## config.mk

```make
export PLATFORM = sky130hd
export DESIGN_NAME = exec_muldiv_unit
export DESIGN_NICKNAME = d
export VERILOG_FILES = /design/src/rtl/exec_muldiv_unit.sv
export SDC_FILE = /design/constraint.sdc
export NUM_CORES = 1
export LEC_CHECK = 0
export BUFFER_PORTS_ARGS = -buffer_cell sky130_fd_sc_hd__buf_2
export CAP_MARGIN = 20
export CELL_PAD_IN_SITES_DETAIL_PLACEMENT = 2
export CELL_PAD_IN_SITES_GLOBAL_PLACEMENT = 2
export CORE_MARGIN = 2
export CORE_UTILIZATION = 36
export CTS_CLUSTER_SIZE = 30
export DETAILED_ROUTE_END_ITERATION = 16
export PLACE_DENSITY_LB_ADDON = 0.1
export SYNTH_ARGS = -nofsm -noshare
export SYNTH_HDL_FRONTEND = slang
export SYNTH_SLANG_ARGS = --single-unit
```

## constraint.sdc

```tcl
create_clock -name clk -period 8.07 [get_ports clk]
set_clock_uncertainty 0.1 [all_clocks]
set_input_delay 1.614 -clock clk [delete_from_list [all_inputs] [get_ports clk]]
set_output_delay 1.614 -clock clk [all_outputs]
set_load 0.03 [all_outputs]
```

## src/rtl/exec_muldiv_unit.sv

```systemverilog
// exec_muldiv_unit: iterative RV32M/RV64M multiply/divide execute unit.
// Shift-add multiply and restoring divide, UNROLL bits per cycle, with a
// valid/ready result handshake and pipeline flush.
// Optional macro MULDIV_REM_CACHE_EN adds a single-entry divide result cache
// so a DIV followed by the matching REM (or vice versa) completes in one cycle.
module exec_muldiv_unit #(
    parameter int XLEN   = 32,
    parameter int UNROLL = 1
) (
    input  logic            clk,
    input  logic            rstn,
    input  logic            i_valid,
    output logic            o_ready,
    input  logic [2:0]      i_op,
    input  logic [4:0]      i_rd,
    input  logic [XLEN-1:0] i_rs1_data,
    input  logic [XLEN-1:0] i_rs2_data,
    input  logic            i_flush,
    output logic            o_valid,
    input  logic            i_ready,
    output logic [4:0]      o_rd,
    output logic [XLEN-1:0] o_res,
    output logic            o_busy
);
    localparam int ITER = XLEN / UNROLL;
    localparam int CW   = (ITER > 1) ? $clog2(ITER) : 1;

    typedef enum logic [1:0] {IDLE, MUL, DIV, DONE} state_t;
    state_t state, next_state;

    logic [2:0]        op_q;
    logic [2*XLEN-1:0] acc, step_acc;
    logic [XLEN-1:0]   opnd;
    logic [CW-1:0]     cnt;
    logic              neg_res, neg_rem;
    logic              accept, last;

    logic              in_mul, in_div, a_signed, b_signed, neg_a, neg_b;
    logic              div_zero, div_ovf, special;
    logic [XLEN-1:0]   a_mag, b_mag, special_res;
    logic              cache_hit;
    logic [XLEN-1:0]   cache_res;

    logic [XLEN:0]     rem_try, diff, sum;
    logic [2*XLEN-1:0] prod_fix;
    logic [XLEN-1:0]   quo_fix, rem_fix, final_res;

    // Classify the incoming op, take operand magnitudes and resolve divide special cases
    always_comb begin
        in_mul   = ~i_op[2];
        in_div   = i_op[2];
        a_signed = (i_op == 3'd1) || (i_op == 3'd2) || (i_op == 3'd4) || (i_op == 3'd6);
        b_signed = (i_op == 3'd1) || (i_op == 3'd4) || (i_op == 3'd6);
        neg_a    = a_signed & i_rs1_data[XLEN-1];
        neg_b    = b_signed & i_rs2_data[XLEN-1];
        a_mag    = neg_a ? -i_rs1_data : i_rs1_data;
        b_mag    = neg_b ? -i_rs2_data : i_rs2_data;
        div_zero = (i_rs2_data == '0);
        div_ovf  = ~i_op[0] && (i_rs1_data == {1'b1, {(XLEN-1){1'b0}}}) && (i_rs2_data == '1);
        special  = in_div && (div_zero || div_ovf);
        if (div_zero) begin
            special_res = i_op[1] ? i_rs1_data : '1;
        end else begin
            special_res = i_op[1] ? '0 : i_rs1_data;
        end
    end

    // One iteration step: UNROLL shift-add or restoring-subtract bits on the shared accumulator
    always_comb begin
        step_acc = acc;
        rem_try  = '0;
        diff     = '0;
        sum      = '0;
        for (int i = 0; i < UNROLL; i++) begin
            if (state == DIV) begin
                rem_try = {step_acc[2*XLEN-1:XLEN], step_acc[XLEN-1]};
                diff    = rem_try - {1'b0, opnd};
                if (!diff[XLEN]) begin
                    step_acc = {diff[XLEN-1:0], step_acc[XLEN-2:0], 1'b1};
                end else begin
                    step_acc = {rem_try[XLEN-1:0], step_acc[XLEN-2:0], 1'b0};
                end
            end else begin
                sum      = {1'b0, step_acc[2*XLEN-1:XLEN]} + (step_acc[0] ? {1'b0, opnd} : '0);
                step_acc = {sum, step_acc[XLEN-1:1]};
            end
        end
    end

    // Sign-correct the final accumulator and pick the half or field the op returns
    always_comb begin
        prod_fix = neg_res ? -step_acc : step_acc;
        quo_fix  = neg_res ? -step_acc[XLEN-1:0] : step_acc[XLEN-1:0];
        rem_fix  = neg_rem ? -step_acc[2*XLEN-1:XLEN] : step_acc[2*XLEN-1:XLEN];
        if (state == MUL) begin
            final_res = (op_q == 3'd0) ? prod_fix[XLEN-1:0] : prod_fix[2*XLEN-1:XLEN];
        end else begin
            final_res = op_q[1] ? rem_fix : quo_fix;
        end
    end

`ifdef MULDIV_REM_CACHE_EN
    logic            cache_valid, cache_signed;
    logic [XLEN-1:0] cache_a, cache_b, cache_q, cache_r, a_raw, b_raw;

    // A divide of matching signedness and operands can reuse the last iterated result
    always_comb begin
        cache_hit = in_div && cache_valid && (cache_signed == ~i_op[0]) &&
                    (cache_a == i_rs1_data) && (cache_b == i_rs2_data);
        cache_res = i_op[1] ? cache_r : cache_q;
    end

    // Fill the cache when a divide finishes iterating; drop it on flush or a differing divide
    always_ff @(posedge clk) begin
        if (!rstn) begin
            cache_valid  <= 1'b0;
            cache_signed <= 1'b0;
            cache_a      <= '0;
            cache_b      <= '0;
            cache_q      <= '0;
            cache_r      <= '0;
            a_raw        <= '0;
            b_raw        <= '0;
        end else if (i_flush && !(state == DONE && i_ready)) begin
            cache_valid <= 1'b0;
        end else if (accept) begin
            a_raw <= i_rs1_data;
            b_raw <= i_rs2_data;
            if (in_div && !cache_hit) begin
                cache_valid <= 1'b0;
            end
        end else if (state == DIV && last) begin
            cache_valid  <= 1'b1;
            cache_signed <= ~op_q[0];
            cache_a      <= a_raw;
            cache_b      <= b_raw;
            cache_q      <= quo_fix;
            cache_r      <= rem_fix;
        end
    end
`else
    // Without the cache every divide iterates
    always_comb begin
        cache_hit = 1'b0;
        cache_res = '0;
    end
`endif

    // State register
    always_ff @(posedge clk) begin
        if (!rstn) begin
            state <= IDLE;
        end else begin
            state <= next_state;
        end
    end

    // Next-state selection and handshake outputs; flush always returns to IDLE
    always_comb begin
        next_state = state;
        accept     = 1'b0;
        last       = (cnt == CW'(ITER - 1));
        o_ready    = (state == IDLE);
        o_busy     = (state != IDLE);
        o_valid    = (state == DONE);
        case (state)
            IDLE: begin
                if (i_valid && !i_flush) begin
                    accept = 1'b1;
                    if (in_mul) begin
                        next_state = MUL;
                    end else if (special || cache_hit) begin
                        next_state = DONE;
                    end else begin
                        next_state = DIV;
                    end
                end
            end
            MUL, DIV: begin
                if (last) begin
                    next_state = DONE;
                end
            end
            DONE: begin
                if (i_ready) begin
                    next_state = IDLE;
                end
            end
            default: next_state = IDLE;
        endcase
        if (i_flush) begin
            next_state = IDLE;
        end
    end

    // Latch operands at accept, iterate, and register the result when it is ready
    always_ff @(posedge clk) begin
        if (!rstn) begin
            acc     <= '0;
            opnd    <= '0;
            cnt     <= '0;
            op_q    <= '0;
            neg_res <= 1'b0;
            neg_rem <= 1'b0;
            o_res   <= '0;
            o_rd    <= '0;
        end else if (i_flush) begin
            cnt <= '0;
        end else if (accept) begin
            op_q    <= i_op;
            o_rd    <= i_rd;
            cnt     <= '0;
            neg_res <= (i_op != 3'd0) && (neg_a ^ neg_b);
            neg_rem <= neg_a;
            if (in_mul) begin
                acc  <= {{XLEN{1'b0}}, b_mag};
                opnd <= a_mag;
            end else begin
                acc  <= {{XLEN{1'b0}}, a_mag};
                opnd <= b_mag;
            end
            if (special) begin
                o_res <= special_res;
            end else if (cache_hit) begin
                o_res <= cache_res;
            end
        end else if (state == MUL || state == DIV) begin
            acc <= step_acc;
            if (last) begin
                cnt   <= '0;
                o_res <= final_res;
            end else begin
                cnt <= cnt + CW'(1);
            end
        end
    end
endmodule

```

==> results of run 1 <==
[layout make-up]
type                            count  share of cell area
Multi-Input combinational cell   2070               0.710
Sequential cell                   145               0.158
Timing Repair Buffer              148              0.0449
Tap cell                          607              0.0414
Clock buffer                       17              0.0232
Inverter                           64              0.0131
Clock inverter                     15             0.00935
[how the worst max path moves through the flow]
stage,to,cells after the start
6_report,o_res[2],24
5_1_grt,o_res[22],22
4_1_cts,o_res[22],22
3_5_place_dp,o_res[22],22
3_3_place_gp,o_res[22],22
2_1_floorplan,o_res[22],23
[registers in the layout (all words and copies together) (netlist names)]
name	cells
acc	64
cnt	5
neg_rem	1
neg_res	1
o_rd	5
o_res	32
op_q	3
opnd	32
state	2
[cells in the mapped netlist, types with 11 or more instances]
master and count:
nand2_1 344, nor2_1 241, a21oi_1 195, o21ai_0 158, dfxtp_1 145, clkbuf_1 124, xnor2_1 109, nor3_1 93
ha_1 75, o211ai_1 71, inv_1 63, xor2_1 59, and2_1 55, a211oi_1 52, mux2i_1 50, nand3_1 46
a21boi_0 45, a31oi_1 33, or3_1 30, o21a_1 27, a21o_1 26, nand4_1 26, nor4_1 25, o31ai_1 22
nand2b_1 19, maj3_1 16, and3_1 15, buf_2 15, buf_1 12, nor2b_1 12, a221oi_1 11, nor3b_1 11
o21bai_1 11
[worst reg2reg max path, cell delays in order (launching register included)]
cell and delay [ps]:
dfxtp_1 370, inv_1 80, ha_1 240, fa_1 460
nand2b_1 240, a211oi_2 350, o31a_2 260, o2111a_2 310
or3_1 190, nand2_1 310, a21oi_1 390, ha_1 260
nor3b_1 280, o221ai_1 200, or2_1 300, nor4_2 270
o21ai_1 200, or3_1 510, or2_2 390, nor2_1 420
a21oi_1 170, xnor2_1 180, a21oi_1 180, nor3_1 100
o31ai_1 290
[routing by layer]
layer / vias up / GRT usage / share of wire / routed length, um
met4: 10 / 0.163 / 0.045 / 3950
met5: - / 0 / 0.00064 / 57
li1: 8894 / - / - / -
met2: 582 / 0.627 / 0.48 / 42100
met3: 191 / 0.0697 / 0.057 / 5020
met1: 10000 / 0.448 / 0.42 / 37400
[per-stage QoR]
step	instances	setup WS [ps]	power, W	hold slack [ps]
2_1_floorplan	2441	2330	0.00159	349
5_1_grt	3066	505	0.00305	393
3_3_place_gp	3033	1300	0.00199	350
4_1_cts	3065	1060	0.00290	370
3_5_place_dp	3033	1070	0.00202	360
6_report	3066	947	0.00291	364
[kinds of logic (layout without fill, tap and decap cells)]
group | after synthesis | count (layout) | synth area share
fa+ha+maj | 93 | 93 | 0.0678
mux | 55 | 55 | 0.0331
flops | 145 | 145 | 0.173
compound gates | 791 | 791 | 0.315
buf+inv | 226 | 244 | 0.0549
simple gates | 963 | 963 | 0.269
xor+xnor | 168 | 168 | 0.0876
[power by group through the flow]
| stage | sequential [W] | clock, W | combinational [W] |
|---|---|---|---|
| finish | 0.000792 | 0.000874 | 0.00125 |
| global route | 0.000796 | 0.000910 | 0.00134 |
| CTS | 0.000791 | 0.000885 | 0.00123 |
| floorplan | 0.000793 | 0 | 0.000802 |
| global placement | 0.000805 | 0 | 0.00118 |
| detailed placement | 0.000807 | 0 | 0.00122 |
==> results.tsv, run 1 <==
stage	metric	value	unit
status	status	complete, no violations	
job	max_cap viols	0	
synth	Cells after Synth	2441	
grt	Remaining Overflow, GRT	0	
floorplanning	die area	48400	um^2
worst_setup_path	Startpoint Class	flop	
synth	Ys Warns	0	
clock_tree	clk sinks	145	
sta	TNS Setup	0	ps
floorplanning	Die Y	220	um
cells_and_area	leading cell type in the layout, fill and taps excluded	nand2_1	
worst_setup_path	WP data required	8390	ps
floorplanning	Top Ports	117	
worst_setup_path	CP top delay family	simple AND/OR/NAND/NOR gates	
worst_setup_path	critical path's slowest cell	or3_1	
worst_setup_path	CP max FO	6	
cells_and_area	sequential cell area	2900	um^2
worst_hold_path	Hold EP	o_res[23]	
grt	GRT Total Usage	0.368	
clock_tree	Skew-Pair Late Insertion Delay	510	ps
clock_tree	TritonCTS clock tree	built	
grt	initial antenna violation count	7	
cells_and_area	Final Core Density	0.396	
synth	Avg Cell Area, Syn	6.88	um^2
synth	asr flop ratio synth	0	
synth	Post-synth EDFFs	0	
worst_setup_path	crit-path max cell delay	510	ps
worst_setup_path	Worst Setup SP	acc[31]	
synth	ys flop type	dfxtp_1	
floorplanning	Placeable Area	46300	um^2
sta	Least-Margin Pin Slew	1060	ps
detailed_routing	drt drc	0	
synth	area share of the largest cell type after synthesis	0.173	
power_and_ir_drop	clock share of power	0.300	
placement	I/O Buffers	116	
sta	Final Critical Period	7120	ps
worst_hold_path	hold wc startpoint	o_res[23]	
synth	register area share after synthesis	0.173	
cells_and_area	Area growth syn-to-layout	9.18	%
power_and_ir_drop	Leak	6.92	nW
synth	library cells used by synthesis	106	
sta	max-slew violation count	0	
sta	Slew Limit Headroom	0.291	
power_and_ir_drop	sequential share of power	0.272	
clock_tree	CTS Buffer Depth	2	
grt	global-route wire length before repair	132	mm
sta	fin crit share	0.883	
clock_tree	clock-pin slew on the worst setup and hold paths	70	ps
clock_tree	Root Driver	clkbuf_16	
worst_hold_path	WHS Path Cells	2	
sta	RSZ-0062 raised after global routing	false	
cells_and_area	Final nets	2600	
cells_and_area	share of layout cells above drive strength 1	0.0968	
placement	gpl congestion	0.947	
detailed_routing	routed len/inst	28.9	um
grt	vias in the first global route	20600	
synth	post-synth net total	2595	
clock_tree	TritonCTS buffer count	17	
worst_setup_path	critical path class	flop to flop	
cells_and_area	# diodes	0	
worst_setup_path	WP buf/inv	1	
grt	largest net degree at the start of global routing	76	
sta	Fmax	0.140	GHz
cells_and_area	most frequent cells in the layout	nand2_1, nor2_1, a21oi_1	
worst_setup_path	worst r2r dst	o_res[2]	
worst_setup_path	reg2reg path depth	24	
power_and_ir_drop	maximum VDD drop	148	uV
synth	top post-synthesis cells by area	dfxtp_1, nand2_1, a21oi_1, xnor2_1, ha_1	
worst_setup_path	CP Capture Type	flop	
detailed_routing	Routed WL	88.5	mm
detailed_routing	Routed Antenna Nets	0	
detailed_routing	Via density	6.43	
power_and_ir_drop	Logic pwr share	0.429	
power_and_ir_drop	Int Pwr	0.00160	W
synth	mapped cell area	16800	um^2
detailed_routing	routed via count	19700	
detailed_routing	DR pass1 iterations	5	
power_and_ir_drop	switching power	0.00132	W
sta	Final setup violation count	0	
placement	DP Wirelength	69.3	mm
clock_tree	# Post-CTS Setup Buffers	0	
floorplanning	Initial Util	0.363	
detailed_routing	DRT iter0 DRCs	1355	
power_and_ir_drop	Pwr Density	159	nW/um^2
floorplanning	Site Rows	79	
worst_setup_path	reg-to-reg setup timing slack	950	ps
worst_setup_path	worst reg2reg path startpoint	acc[31]	
worst_hold_path	worst hold path class	flop to flop	
placement	Area after DPL	17700	um^2
worst_setup_path	Most Frequent Cell on Critical Path	a21oi_1	
cells_and_area	multi-input combinational cell area	13000	um^2
synth	number of synthesized register bits	145	
cells_and_area	Final Cell Area	18300	um^2
worst_setup_path	CP Cell Sequence	inv_1 -> ha_1 -> fa_1 -> nand2b_1 -> a211oi_2 -> o31a_2 -> o2111a_2 -> or3_1 -> nand2_1 -> a21oi_1 -> ha_1 -> nor3b_1 -> o221ai_1 -> or2_1 -> nor4_2 -> o21ai_1 -> or3_1 -> or2_2 -> nor2_1 -> a21oi_1 -> xnor2_1 -> a21oi_1 -> nor3_1 -> o31ai_1	
worst_setup_path	Critical Path AT	7450	ps
synth	Yosys top cell by area	dfxtp_1	
cells_and_area	Filler Cells Inserted	5622	
power_and_ir_drop	sw frac	0.452	
sta	Final Hold Fails	0	
clock_tree	post-cts resize count	0	
clock_tree	H-tree levels	4	
floorplanning	Die X	220	um
clock_tree	Post-CTS Hold Fix Bufs	0	
No activity file was read; power rests on OpenSTA's default activity.
==> run 2: changes to the inputs <==
==> constraint.sdc (replaced) <==
create_clock -name clk -period 6.9 [get_ports clk]
set_clock_uncertainty 0.1 [all_clocks]
set_input_delay 1.38 -clock clk [delete_from_list [all_inputs] [get_ports clk]]
set_output_delay 1.38 -clock clk [all_outputs]
set_load 0.03 [all_outputs]
==> results.tsv, run 2 (synthesized netlist as in run 1, its figures left out) <==
stage	metric	value	unit	change
status	status	complete, no violations		unchanged
power_and_ir_drop	maximum VDD drop	179	uV	was 148 uV
detailed_routing	Routed WL	87.9	mm	was 88.5 mm
detailed_routing	Routed Antenna Nets	0		unchanged
detailed_routing	DR pass1 iterations	5		unchanged
grt	vias in the first global route	20200		was 20600
worst_setup_path	Startpoint Class	flop		unchanged
sta	Least-Margin Pin Slew	1050	ps	was 1060 ps
worst_setup_path	Worst Setup SP	acc[31]		unchanged
floorplanning	Placeable Area	46300	um^2	unchanged
worst_setup_path	worst reg2reg path startpoint	acc[31]		unchanged
placement	gpl congestion	0.942		was 0.947
power_and_ir_drop	clock share of power	0.299		was 0.300
cells_and_area	Largest regs	acc (64), o_res (32), opnd (32)		unchanged
floorplanning	Die Y	220	um	unchanged
grt	Remaining Overflow, GRT	0		unchanged
worst_setup_path	reg2reg path depth	23		was 24
detailed_routing	Via density	6.36		was 6.43
clock_tree	TritonCTS buffer count	17		unchanged
worst_setup_path	WP data required	7190	ps	was 8390 ps
cells_and_area	Largest register FFs	64		unchanged
sta	Final Critical Period	6400	ps	was 7120 ps
worst_setup_path	CP max FO	6		unchanged
placement	DP Wirelength	68.6	mm	was 69.3 mm
floorplanning	Top Ports	117		unchanged
clock_tree	H-tree levels	4		unchanged
power_and_ir_drop	Leak	7.05	nW	was 6.92 nW
power_and_ir_drop	sw frac	0.445		was 0.452
detailed_routing	DRT iter0 DRCs	1373		was 1355
detailed_routing	drt drc	0		unchanged
worst_setup_path	CP Capture Type	flop		unchanged
clock_tree	clk sinks	145		unchanged
floorplanning	die area	48400	um^2	unchanged
power_and_ir_drop	Int Pwr	0.00191	W	was 0.00160 W
detailed_routing	routed len/inst	28.5	um	was 28.9 um
grt	GRT Total Usage	0.364		was 0.368
sta	max-slew violation count	0		unchanged
cells_and_area	most frequent cells in the layout	nand2_1, nor2_1, a21oi_1		unchanged
cells_and_area	share of layout cells above drive strength 1	0.107		was 0.0968
cells_and_area	Final Cell Area	18500	um^2	was 18300 um^2
cells_and_area	Top reg by flops	acc		unchanged
floorplanning	Site Rows	79		unchanged
worst_hold_path	worst hold path class	flop to flop		unchanged
worst_setup_path	worst r2r dst	o_res[30]		was o_res[2]
worst_setup_path	reg-to-reg setup timing slack	500	ps	was 950 ps
placement	I/O Buffers	116		unchanged
grt	initial antenna violation count	4		was 7
worst_setup_path	Critical Path AT	6690	ps	was 7450 ps
cells_and_area	# diodes	0		unchanged
clock_tree	clock-pin slew on the worst setup and hold paths	70	ps	about the same
floorplanning	Die X	220	um	unchanged
power_and_ir_drop	Pwr Density	185	nW/um^2	was 159 nW/um^2
power_and_ir_drop	sequential share of power	0.269		was 0.272
sta	Slew Limit Headroom	0.301		was 0.291
grt	global-route wire length before repair	131	mm	was 132 mm
floorplanning	Initial Util	0.363		unchanged
worst_hold_path	hold wc startpoint	o_rd[1]		was o_res[23]
sta	TNS Setup	0	ps	unchanged
clock_tree	Root Driver	clkbuf_16		unchanged
detailed_routing	routed via count	19600		was 19700
sta	RSZ-0062 raised after global routing	false		unchanged
cells_and_area	Area growth syn-to-layout	10.4	%	was 9.18%
clock_tree	Skew-Pair Late Insertion Delay	520	ps	was 510 ps
worst_setup_path	critical path class	flop to flop		unchanged
clock_tree	TritonCTS clock tree	built		unchanged
power_and_ir_drop	Logic pwr share	0.431		was 0.429
cells_and_area	leading cell type in the layout, fill and taps excluded	nand2_1		unchanged
clock_tree	CTS Buffer Depth	2		unchanged
sta	Final setup violation count	0		unchanged
power_and_ir_drop	switching power	0.00153	W	was 0.00132 W
sta	fin crit share	0.928		was 0.883
job	max_cap viols	0		unchanged
cells_and_area	Final nets	2624		was 2600
sta	Final Hold Fails	0		unchanged
worst_hold_path	WHS Path Cells	2		unchanged
worst_hold_path	Hold EP	o_rd[1]		was o_res[23]
sta	Fmax	0.156	GHz	was 0.140 GHz
cells_and_area	Filler Cells Inserted	5550		was 5622
grt	largest net degree at the start of global routing	76		unchanged
clock_tree	Post-CTS Hold Fix Bufs	0		unchanged
placement	Area after DPL	17900	um^2	was 17700 um^2
==> run 2: critical path: stages, from the launching register on <==
cell and delay [ps]:
dfxtp_1 330, inv_1 60, ha_1 230, fa_1 440
nand2b_1 260, a211oi_4 310, o31a_2 250, o2111a_2 320
or3_1 210, nand2_1 150, a21oi_1 200, ha_1 230
nor3b_2 220, o221ai_1 160, or2_1 290, nor4_2 300
o21ai_1 210, or3_1 490, or2_2 380, o21ai_0 230
xnor2_1 90, a21oi_1 280, o31ai_1 140, nor4bb_2 390
==> run 2: worst max-delay path by stage <==
stage,to,cells past startpoint,slack (ps)
6_report,o_res[30],23,500
5_1_grt,o_res[28],23,30
4_1_cts,o_res[22],21,210
3_5_place_dp,o_res[22],22,340
3_3_place_gp,o_res[22],22,600
2_1_floorplan,o_res[22],23,1160
==> run 2: what timing repair did <==
| action | in CTS | in global routing |
|---|---|---|
| setup endpoints to repair | 0 | 14 |
| endpoints found under the hold margin | 0 | 0 |
| buffers inserted | 0 | 1 |
| resized for setup | 0 | 7 |
==> run 2: metrics by stage <==
| step | utilization | total power (W) | std cells | hold slack, ps | setup WS (ps) |
|---|---|---|---|---|---|
| after floorplan | - | 0.00186 | 2441 | 349 | 1160 |
| after global placement | 0.387 | 0.00233 | 3056 | 350 | 599 |
| after detailed placement | 0.387 | 0.00238 | 3056 | 360 | 336 |
| after CTS | 0.400 | 0.00341 | 3087 | 369 | 214 |
| after global routing | 0.401 | 0.00359 | 3089 | 381 | 27.6 |
| final | 0.401 | 0.00344 | 3089 | 366 | 496 |
==> run 2: power groups by stage <==
stage | Clock, W | Sequential, W | Combinational (W)
global route | 0.00107 | 0.000931 | 0.00159
floorplan | 0 | 0.000927 | 0.000938
detailed placement | 0 | 0.000943 | 0.00144
CTS | 0.00104 | 0.000924 | 0.00145
global placement | 0 | 0.000940 | 0.00139
finish | 0.00103 | 0.000926 | 0.00148
==> run 2: final cells by class <==
cell class	count	area (um^2)	share of cell area
Multi-Input combinational cell	2070	13000	0.704
Clock inverter	13	161	0.00870
Timing Repair Buffer	172	1000	0.0541
Clock buffer	18	429	0.0231
Sequential cell	145	2900	0.157
Tap cell	607	759	0.0409
Inverter	64	240	0.0130
==> run 2: layer usage <==
layer | GRT usage | vias to the layer above | wire, um
met5 | 0 | - | 0
met4 | 0.136 | 0 | 3190
met3 | 0.0574 | 138 | 4680
met2 | 0.617 | 585 | 42300
met1 | 0.462 | 9976 | 37800
li1 | - | 8934 | -
